===== config.mk =====
export PLATFORM = sky130hd
export DESIGN_NAME = gt_tx_framer
export DESIGN_NICKNAME = d
export VERILOG_FILES = /design/src/rtl/gt_tx_framer.sv
export SDC_FILE = /design/constraint.sdc
export NUM_CORES = 1
export LEC_CHECK = 0
export CORE_MARGIN = 1
export CORE_UTILIZATION = 35
export CTS_BUF_LIST = sky130_fd_sc_hd__clkbuf_2 sky130_fd_sc_hd__clkbuf_4 sky130_fd_sc_hd__clkbuf_8
export CTS_CLUSTER_DIAMETER = 40
export CTS_CLUSTER_SIZE = 12
export DETAILED_ROUTE_END_ITERATION = 6
export PLACE_DENSITY = 0.66
export REMOVE_ABC_BUFFERS = 1
export SLEW_MARGIN = 20
export SYNTH_ARGS = -nofsm -noshare
export SYNTH_HDL_FRONTEND = slang
export SYNTH_SLANG_ARGS = --single-unit

===== constraint.sdc =====
create_clock -name i_clk -period 2.9 [get_ports i_clk]
set_input_delay 0.87 -clock i_clk [delete_from_list [all_inputs] [get_ports i_clk]]
set_output_delay 0.87 -clock i_clk [all_outputs]
set_load 0.01 [all_outputs]

===== src/rtl/gt_tx_framer.sv =====
// GT transmit framer: wraps upstream beats in SOF/EOF control words,
// inserts inter-frame gap idles and periodic clock-correction words.
module gt_tx_framer #(
  parameter int unsigned GAP_WORDS   = 2,
  parameter int unsigned CC_INTERVAL = 5000
) (
  input  logic        i_clk,
  input  logic        i_rst,
  input  logic        i_link_up,
  input  logic [31:0] i_s_data,
  input  logic [3:0]  i_s_keep,
  input  logic        i_s_last,
  input  logic        i_s_valid,
  output logic        o_s_ready,
  output logic [31:0] o_tx_data,
  output logic [3:0]  o_tx_char,
  output logic        o_underrun,
  output logic        o_abort,
  output logic        o_keep_err
);

  localparam logic [31:0] W_IDLE = 32'h505050BC;
  localparam logic [31:0] W_SOF  = 32'h505050FB;
  localparam logic [31:0] W_CC   = 32'h1C1C1C1C;
  localparam logic [3:0]  K_CTL  = 4'b0001;
  localparam logic [3:0]  K_CC   = 4'b1111;
  localparam logic [3:0]  K_DAT  = 4'b0000;
  localparam logic [3:0]  GAP_W  = 4'(GAP_WORDS);
  localparam logic [15:0] CC_END = 16'(CC_INTERVAL - 1);

  typedef enum logic [2:0] {
    S_IDLE,
    S_DATA,
    S_EOF,
    S_GAP,
    S_DROP
  } state_t;

  state_t      r_state;
  logic [15:0] r_cc_cnt;
  logic        r_cc_pend;
  logic [3:0]  r_gap_cnt;
  logic [2:0]  r_nn;
  logic [31:0] r_tx_data;
  logic [3:0]  r_tx_char;
  logic        r_underrun;
  logic        r_abort;
  logic        r_keep_err;

  state_t      w_state_nxt;
  logic [3:0]  w_gap_nxt;
  logic [2:0]  w_nn_nxt;
  logic [31:0] w_data_nxt;
  logic [3:0]  w_char_nxt;
  logic        w_underrun_nxt;
  logic        w_abort_nxt;
  logic        w_keep_err_nxt;
  logic        w_cc_take;
  logic        w_cc_wrap;
  logic        w_ready;
  logic        w_accept;
  logic        w_keep_ok;
  logic [2:0]  w_keep_ones;
  logic [31:0] w_masked;
  logic [31:0] w_fill_data;
  logic [3:0]  w_fill_char;

  assign w_cc_wrap = (r_cc_cnt == CC_END);

  assign w_ready = !i_rst &&
    (((r_state == S_DATA) && i_link_up) || (r_state == S_DROP));

  assign w_accept = i_s_valid && w_ready;

  assign w_keep_ok = (i_s_keep == 4'b0001) || (i_s_keep == 4'b0011) ||
                     (i_s_keep == 4'b0111) || (i_s_keep == 4'b1111);

  assign w_keep_ones = {2'b00, i_s_keep[0]} + {2'b00, i_s_keep[1]} +
                       {2'b00, i_s_keep[2]} + {2'b00, i_s_keep[3]};

  assign w_masked = i_s_data & {{8{i_s_keep[3]}}, {8{i_s_keep[2]}},
                                {8{i_s_keep[1]}}, {8{i_s_keep[0]}}};

  // Filler slots carry a pending clock correction in preference to idle.
  assign w_fill_data = r_cc_pend ? W_CC : W_IDLE;
  assign w_fill_char = r_cc_pend ? K_CC : K_CTL;

  // Next-state and next-output decode for the framing FSM.
  always_comb begin
    w_state_nxt    = r_state;
    w_gap_nxt      = r_gap_cnt;
    w_nn_nxt       = r_nn;
    w_data_nxt     = W_IDLE;
    w_char_nxt     = K_CTL;
    w_underrun_nxt = 1'b0;
    w_abort_nxt    = 1'b0;
    w_keep_err_nxt = w_accept && !w_keep_ok;
    w_cc_take      = 1'b0;
    unique case (r_state)
      S_IDLE: begin
        if (i_link_up && i_s_valid && !r_cc_pend) begin
          w_data_nxt  = W_SOF;
          w_state_nxt = S_DATA;
        end else begin
          w_data_nxt = w_fill_data;
          w_char_nxt = w_fill_char;
          w_cc_take  = r_cc_pend;
        end
      end
      S_DATA: begin
        if (!i_link_up) begin
          w_data_nxt  = {16'h5050, 8'h00, 8'hFD};
          w_abort_nxt = 1'b1;
          if (w_accept && i_s_last) begin
            w_state_nxt = S_GAP;
            w_gap_nxt   = GAP_W;
          end else begin
            w_state_nxt = S_DROP;
          end
        end else if (w_accept) begin
          w_data_nxt = w_masked;
          w_char_nxt = K_DAT;
          if (i_s_last) begin
            w_nn_nxt    = w_keep_ones;
            w_state_nxt = S_EOF;
          end
        end else begin
          w_underrun_nxt = 1'b1;
        end
      end
      S_EOF: begin
        w_data_nxt  = {16'h5050, 5'd0, r_nn, 8'hFD};
        w_gap_nxt   = GAP_W;
        w_state_nxt = S_GAP;
      end
      S_GAP: begin
        w_data_nxt = w_fill_data;
        w_char_nxt = w_fill_char;
        w_cc_take  = r_cc_pend;
        w_gap_nxt  = r_gap_cnt - 4'd1;
        if (r_gap_cnt <= 4'd1) begin
          w_state_nxt = S_IDLE;
        end
      end
      S_DROP: begin
        w_data_nxt = w_fill_data;
        w_char_nxt = w_fill_char;
        w_cc_take  = r_cc_pend;
        if (w_accept && i_s_last) begin
          w_state_nxt = S_GAP;
          w_gap_nxt   = GAP_W;
        end
      end
      default: begin
        w_state_nxt = S_IDLE;
      end
    endcase
  end

  // State, counters and registered GT outputs.
  always_ff @(posedge i_clk) begin
    if (i_rst) begin
      r_state    <= S_IDLE;
      r_cc_cnt   <= 16'd0;
      r_cc_pend  <= 1'b0;
      r_gap_cnt  <= 4'd0;
      r_nn       <= 3'd0;
      r_tx_data  <= W_IDLE;
      r_tx_char  <= K_CTL;
      r_underrun <= 1'b0;
      r_abort    <= 1'b0;
      r_keep_err <= 1'b0;
    end else begin
      r_state    <= w_state_nxt;
      r_cc_cnt   <= w_cc_wrap ? 16'd0 : r_cc_cnt + 16'd1;
      r_cc_pend  <= w_cc_take ? 1'b0 : (r_cc_pend | w_cc_wrap);
      r_gap_cnt  <= w_gap_nxt;
      r_nn       <= w_nn_nxt;
      r_tx_data  <= w_data_nxt;
      r_tx_char  <= w_char_nxt;
      r_underrun <= w_underrun_nxt;
      r_abort    <= w_abort_nxt;
      r_keep_err <= w_keep_err_nxt;
    end
  end

  assign o_s_ready  = w_ready;
  assign o_tx_data  = r_tx_data;
  assign o_tx_char  = r_tx_char;
  assign o_underrun = r_underrun;
  assign o_abort    = r_abort;
  assign o_keep_err = r_keep_err;

endmodule


After elaboration in Yosys (flattened, before gate mapping):

Cells that the tools add are included.

* bits in registers: 66
* logic and storage cells: 84

* bitwise logic cells: 4
* multiplexer cells: 25
* $lt $le $gt $ge: 1
* $add $sub $neg: 5
* reductions and logical operators: 24
* equality and inequality tests: 15

Operators with widths (number)
* $pmux W32 S4: 1
* $mux W32: 2
* $mux W31: 2
* $and A32 B32 Y32: 1
* $mux W3: 7
* $add A16 B1 Y16 const B: 1
* $eq A16 B13 Y1 const B: 1
* $mux W4: 4
* $pmux W4 S4: 1
* $pmux W3 S5: 1
* $pmux W4 S3: 1
* $reduce_or A2 Y1: 4
* $logic_and A1 B1 Y1: 7
* $eq A3 B2 Y1 const B: 2
* $ne A2 B2 Y1 const B: 3
* $ne A3 B3 Y1 const B: 2
* $mux W1: 5
* $reduce_and A5 Y1: 1
* $eq A4 B1 Y1 const B: 1
* $eq A4 B2 Y1 const B: 1
* $eq A4 B3 Y1 const B: 1
* $eq A4 B4 Y1 const B: 1
* $le A4 B1 Y1 const B: 1
* $logic_or A1 B1 Y1: 4
* 16 further kinds: 19

Depth between registers and ports, before layout:

Gate-level depths: netlist of run 1.

* depth after elaboration: 9
* depth in mapped cells: 8

Worst setup path after synthesis of run 1:

No wires, ideal clock.

* path kind: input port to output port
* start: in i_link_up
* end: out o_s_ready
* data required time: 2030 ps
* arrival: 1474 ps
* stages on the path: 3
* slack: 556 ps
* path through: clkbuf_1 and3b_1 o21a_1

* word-level cells in the longest chain between the ends: 3

RTL lines
* start: declaration: RTL line 9 `input logic i_link_up,`
* $logic_and A1 B1 Y1: RTL line 71 `(((r_state == S_DATA) && i_link_up) || (r_state == S_DROP));`
* $logic_or A1 B1 Y1: RTL line 71
* $logic_and A1 B1 Y1: RTL line 70 `assign w_ready = !i_rst &&`
* end: declaration: RTL line 14 `output logic o_s_ready,`

Every way passes these cells.

Worst setup path in the final report of run 1:

Ends and elaborated chain as after synthesis.

==> results.md, run 1 <==
* Final net count at 426
* CP endpoint kind: output port
* DRT iter0 DRCs at 62
* Post-Syn Area at 2623 µm²
* Drt total wl at 6449 µm
* Tcrit/Tclk final at 96.02%
* GRT overflow at 0
* Root Buffer: clkbuf_8
* Sw power at 436.4 µW
* Final hold vios at 0
* Min-Delay Path Depth at 1
* # hold bufs at CTS at 0
* Crit Path Max Fanout at 3
* Via/cell ratio at 4.840
* Initial antenna violation count at 0
* H-Tree Level Count at 3
* First-pass GRT wire length at 10360 µm
* Starting Density at 36.16%
* Sw Ratio at 22.37%
* Max Buffers Root-to-Sink at 2
* Power density cells at 520.1 nW/µm²
* CORE AREA at 7253 µm²
* Synth cell types at 49
* Setup Skew at 0.008467 ns
* Adder-cell area share of the yosys netlist at 4.103%
* Final worst setup slack at 0.1154 ns
* Pin count of the biggest net entering global routing at 24
* Final Power at 1.951 mW
* Syn avg cell area at 8.981 µm²
* Combinational power share at 9.7%
* Number of routed nets with antenna violations at 0
* Via count at 2328
* Cell Rows at 31
* Post-synth EDFFs at 0
* Max-slew headroom at 62.53%
* Clock share of power at 43.8%
* Hpwl dp at 4732 µm
* Ys async rst share at 0%
* Worst-path clk slew at 0.06 ns
* Post-synthesis xor/xnor area fraction at 5.010%
* Vias in the first global route at 2188
* Chip height at 88.56 µm
* Placed Cells at 465
* Cells after synthesis at 292
* Post-route minimum period at 2.785 ns
* DRC viols at 0
* HP Class: register to register
* RSZ-0062 raised after global routing: no
* Clock Sinks at 64
* Worst setup SP type: input pin
* Synth Area in Simple Gates at 25.00%
* Drt pass-1 iters at 4
* Final setup viols at 0
* GPL Wtd Cong at 0.8164
* Compound-Gate Fraction of Synth Area at 10.88%
* Main synth FF type: dfxtp_1
* IO Count at 81
* Total GRT Usage at 17.47%
* Largest family of logic cells by synthesized area: simple AND/OR/NAND/NOR gates
* Transition time of the tightest slew-check pin at 0.5583 ns
* TritonCTS clock tree: yes
* Post-Layout Cell Count at 481
* Area grow syn2layout at 43.03%
* Layout cells sized above 1 at 7.853%
* R2R depth at 6
* Diodes inserted at 0
* WP data required at 2.03 ns
* Final max-slew violation count at 0
* Peak Freq at 0.3591 GHz
* P_int at 1.514 mW
* Clock Latency Late Sink at 0.33 ns
* Leak Pwr at 1.439 nW
* #FFs+latches synth at 64
* DIE WIDTH at 88.56 µm
* Worst Path Arrival at 1.91 ns
* DIE AREA at 7843 µm²
* Post-synthesis mux area share at 0.3817%
* VDD IR max at 0.2329 mV
* DP Worst Slack at -0.1555 ns
* Synth warn at 0
* Status: finished, final reports clean
* Sequential area share after synthesis at 48.85%
* TritonCTS buffer count at 9
* Drt wl/cell at 13.41 µm
* Max-cap viol count at 0
* Worst Path Class, Setup: input pin to output port
* I/O Buffers at 80
* Power share of the sequential group at 46.4%
## sequential cells by signal, summed over array words and instances (netlist names), 2 cells and up
register   flops
r_gap_cnt      4
r_nn           3
o_tx_data     32
o_tx_char      2
r_cc_cnt      16
r_state        3
## kinds of logic (layout without fill, tap and decap cells)
family                   count (synthesis)  count (layout)
XOR/XNOR                                15              15
AND/OR/NAND/NOR                        125             125
flip-flops                              64              64
multiplexers                             1               1
adder cells (fa/ha/maj)                  8               8
buffers and inverters                   33             123
AO/OA/AOI/OAI                           46              46
## Yosys cell counts (4+ instances only)
cell       n  share of area (%)
buf_4      5                1.4
nand3_1   24                4.6
xnor2_1   11                3.7
nand2_1   19                2.7
ha_1       7                3.3
o21ai_0    6                1.1
nor2_1    31                4.4
nor3_1    11                2.1
clkbuf_1   5               0.72
inv_1     18                2.6
nor4_1     5                1.2
dfxtp_1   64                 49
a21oi_1   19                3.6
and3_1    12                2.9
nand4_1    6                1.4
xor2_1     4                1.3
## final timing paths
check	slack, ns	start	end
setup / recovery	0.12	i_link_up	o_s_ready
hold / removal	0.45	r_cc_cnt[0]	r_cc_cnt[0]
setup reg to reg	1.05	r_state[0]	o_tx_data[9]
hold reg to reg	0.45	r_cc_cnt[0]	r_cc_cnt[0]
## cell usage in the layout, fill, tap and decap left out, types with 2 or more instances in the layout
master           count
clkinvlp_4           2
ha_1                 7
nand3_1             24
and2_1               3
dfxtp_1             64
o21ai_1              3
nor4_1               5
bufinv_16            2
nand2_1             19
xor2_1               4
and3_1              12
a22o_1               2
a21oi_1             19
nor2_1              31
nand3b_1             3
o211ai_1             3
clkbuf_8            10
inv_1               18
o21ai_0              6
nand4_1              6
xnor2_1             11
buf_4                8
nor3_1              11
clkdlybuf4s50_1     79
and3b_1              3
## what timing repair did
item / in CTS / in global routing
gates resized for setup: 1 / 0
hold endpoints to repair: 0 / 0
setup buffers: 0 / 0
setup endpoints to repair: 1 / 0
## metal layers
| metal | GRT usage [%] | vias up | wire, µm | share of wire [%] |
|---|---|---|---|---|
| met5 | 0 | - | 0 | 0 |
| met4 | 7.331 | 0 | 109 | 1.7 |
| met3 | 4.198 | 9 | 408 | 6.3 |
| met2 | 29.37 | 80 | 3075 | 48 |
| met1 | 21.40 | 1062 | 2856 | 44 |
| li1 | - | 1177 | - | - |
## power by group through the flow
stage / logic, mW / registers (mW) / clock network (mW)
global placement: 0.188 / 0.925 / 0
floorplan: 0.0644 / 0.934 / 0
finish: 0.190 / 0.906 / 0.855
global route: 0.211 / 0.908 / 0.919
CTS: 0.191 / 0.906 / 0.869
detailed placement: 0.191 / 0.927 / 0
## cell type report
| class | instances | area [µm²] |
|---|---|---|
| Fill cell | 722 | 3502 |
| Sequential cell | 64 | 1281 |
| Multi-Input combinational cell | 195 | 1190 |
| Timing Repair Buffer | 88 | 859.6 |
| Clock buffer | 11 | 145.1 |
| Tap cell | 99 | 123.9 |
| Clock inverter | 5 | 80.08 |
| Inverter | 19 | 71.32 |
## worst max-delay path: stages
cell	delay, ns
clkdlybuf4s50_1	0.41
and3b_1	0.19
o21a_1	0.17
dlygate4sd2_1	0.27
## per-stage QoR
stage                     utilization, %  TNS (ns)  area, µm²  hold WS [ns]
after CTS                          51.72         0       3751        0.4580
after global placement             48.63   -0.1522       3527        0.4287
after detailed placement           48.63   -0.1555       3527        0.4429
after floorplan                        -         0       2542        0.4175
after global routing               51.72         0       3751        0.4853
final                              51.72         0       3751        0.4489
Note: power is estimated with default switching activity, not from simulation.
==> inputs of run 2 (changes only) <==
CAP_MARGIN = 20   (was default)
==> results of run 2 <==
Same layout as run 1: the final DEF is identical, and so are final timing and power.
==> inputs of run 3 (changes only) <==
REMOVE_ABC_BUFFERS = default   (was 1)
==> run 3 against run 2 <==
Sequential share of layout area is 0.31 points higher; utilization is 0.47 points lower; critical path type unchanged; clock skew is 0.0030 ns lower; die area stayed put; setup slack worse by 0.0024 ns; non-clock buffer count is 1 higher.
==> results.md, run 3 (synthesized netlist as in run 1, its figures left out) <==
* VDD IR max at 0.2730 mV (was 0.2329 mV)
* Post-route minimum period at 2.787 ns (was 2.785 ns)
* Total GRT Usage at 16.89% (was 17.47%)
* Max reg flops at 32 (unchanged)
* Final net count at 427 (was 426)
* DRT iter0 DRCs at 91 (was 62)
* DRC viols at 0 (unchanged)
* Finished Cell Area at 3717 µm² (was 3751 µm²)
* Initial antenna violation count at 0 (unchanged)
* Power density cells at 492.1 nW/µm² (was 520.1 nW/µm²)
* Transition time of the tightest slew-check pin at 0.5289 ns (was 0.5583 ns)
* RSZ-0062 raised after global routing: no (unchanged)
* First-pass GRT wire length at 10020 µm (was 10360 µm)
* TritonCTS buffer count at 9 (unchanged)
* HP Class: register to register (unchanged)
* Max-cap viol count at 0 (unchanged)
* IO Count at 81 (unchanged)
* Area grow syn2layout at 41.75% (was 43.03%)
* Power share of the sequential group at 49.5% (was 46.4%)
* R2R depth at 6 (unchanged)
* Clock Sinks at 64 (unchanged)
* Setup Skew at 0.005457 ns (was 0.008467 ns)
* Worst Path Class, Setup: input pin to output port (unchanged)
* Placed cell areas at 3535 µm² (was 3527 µm²)
* Cell Rows at 31 (unchanged)
* WP data required at 2.03 ns (about the same)
* Hpwl dp at 4580 µm (was 4732 µm)
* CP Launch Point: i_link_up (unchanged)
* Final max-slew violation count at 0 (unchanged)
* TritonCTS clock tree: yes (unchanged)
* Drt wl/cell at 13.22 µm (was 13.41 µm)
* Final setup viols at 0 (unchanged)
* Worst-path clk slew at 0.07 ns (was 0.06 ns)
* Max Buffers Root-to-Sink at 2 (unchanged)
* Starting Density at 36.16% (unchanged)
* CP peak stage delay at 0.41 ns (about the same)
* Pin count of the biggest net entering global routing at 24 (unchanged)
* Via count at 2334 (was 2328)
* Combinational power share at 10.5% (was 9.7%)
* Final hold vios at 0 (unchanged)
* Worst setup SP type: input pin (unchanged)
* CP max stage cell: clkdlybuf4s50_1 (unchanged)
* CP Cell Sequence: clkdlybuf4s50_1 -> and3b_1 -> o21a_1 -> dlygate4sd2_1 (unchanged)
* Min-delay src: r_cc_cnt[0] (unchanged)
* Drt pass-1 iters at 4 (unchanged)
* DIE WIDTH at 88.56 µm (unchanged)
* Drt total wl at 6361 µm (was 6449 µm)
* TNS Setup at 0 ns (unchanged)
* GRT overflow at 0 (unchanged)
* Leak Pwr at 1.431 nW (was 1.439 nW)
* # hold bufs at CTS at 0 (unchanged)
* Chip height at 88.56 µm (unchanged)
* Status: finished, final reports clean (unchanged)
* Peak Freq at 0.3588 GHz (was 0.3591 GHz)
* I/O Buffers at 80 (unchanged)
* WP buf/inv at 2 (unchanged)
* Clock Latency Late Sink at 0.33 ns (about the same)
* Worst Path Arrival at 1.92 ns (was 1.91 ns)
* Crit Path Max Fanout at 3 (unchanged)
* Commonest non-fill, non-tap cell in the layout: clkdlybuf4s50_1 (unchanged)
* Vias in the first global route at 2187 (was 2188)
* Diodes inserted at 0 (unchanged)
* CORE AREA at 7253 µm² (unchanged)
* Via/cell ratio at 4.852 (was 4.840)
* Critical R2R Launch: r_state[0] (unchanged)
* Delay-heaviest family, CP: buffers and inverters (unchanged)
* Min-Delay Path Depth at 1 (unchanged)
* Layout cells sized above 1 at 7.853% (unchanged)
* Number of routed nets with antenna violations at 0 (unchanged)
* P_int at 1.388 mW (was 1.514 mW)
* Commonest cells after routing, fill and taps aside: 78 x clkdlybuf4s50_1, 64 x dfxtp_1, 31 x nor2_1 (was 79 x clkdlybuf4s50_1, 64 x dfxtp_1, 31 x nor2_1)
* Syn nets at 341
* Sw Ratio at 24.15% (was 22.37%)
* Max-slew headroom at 64.50% (was 62.53%)
* Clock share of power at 40.0% (was 43.8%)
* CP endpoint kind: output port (unchanged)
* DIE AREA at 7843 µm² (unchanged)
* H-Tree Level Count at 3 (unchanged)
* Sw power at 441.7 µW (was 436.4 µW)
* Worst path depth at 4 (unchanged)
* Root Buffer: clkbuf_8 (unchanged)
* GPL Wtd Cong at 0.8748 (was 0.8164)
* Tcrit/Tclk final at 96.10% (was 96.02%)
## run 3: cell types whose count changed in the layout (fill, tap and decap cells not counted)
| cell | before | now |
|---|---|---|
| buf_4 | 8 | 9 |
| bufinv_16 | 2 | 1 |
| clkinv_2 | 1 | 3 |
| clkdlybuf4s50_1 | 79 | 78 |
| clkinv_4 | 0 | 1 |
| dlygate4sd2_1 | 1 | 2 |
| clkbuf_4 | 1 | 0 |
| clkbuf_8 | 10 | 9 |
| clkinvlp_4 | 2 | 1 |
## run 3: what timing repair did
action | in CTS | in global routing
resized for setup | 2 | 0
setup endpoints to repair | 1 | 0
setup buffers | 0 | 0
## run 3: power groups by stage
| stage | Clock (mW) | Combinational (mW) | Sequential [mW] |
|---|---|---|---|
| 3_5_place_dp | 0 | 0.192 | 0.926 |
| 4_1_cts | 0.741 | 0.193 | 0.906 |
| 2_1_floorplan | 0 | 0.0801 | 0.928 |
| 3_3_place_gp | 0 | 0.191 | 0.926 |
| 5_1_grt | 0.785 | 0.213 | 0.907 |
| 6_report | 0.731 | 0.192 | 0.906 |
## run 3: final timing paths
kind                                      to  slack (ns)
worst min-delay path             r_cc_cnt[0]        0.45
worst min register to register   r_cc_cnt[0]        0.45
worst max-delay path               o_s_ready        0.11
worst max register to register  o_tx_data[9]        1.05
## run 3: per-layer routing
metal  track usage (%)  vias up  share of wire [%]
li1                  -     1178                  -
met1             20.97     1066                 47
met2             28.11       82                 45
met3             3.545        8                6.4
met4             7.771        0                1.4
met5                 0        -                  0
## run 3: final cells by class
cell class / instances / area (µm²)
fillers: 707 / 3536
flip-flops and latches: 64 / 1281
multi-input cells: 195 / 1190
repair buffers: 89 / 865.8
clock buffers: 9 / 123.9
well taps: 99 / 123.9
inverters: 19 / 71.32
clock inverters: 6 / 61.31
## run 3: metrics by stage
stage / instances / setup WS (ns) / hold WS [ns] / total power, mW / util, %
floorplan: 292 / 0.5561 / 0.4175 / 1.008 / -
finish: 481 / 0.1131 / 0.4525 / 1.829 / 51.25
detailed placement: 466 / -0.1582 / 0.4404 / 1.118 / 48.73
CTS: 481 / 0.1080 / 0.4571 / 1.840 / 51.25
global route: 481 / 0.05377 / 0.4946 / 1.905 / 51.25
global placement: 466 / -0.1600 / 0.4276 / 1.117 / 48.73
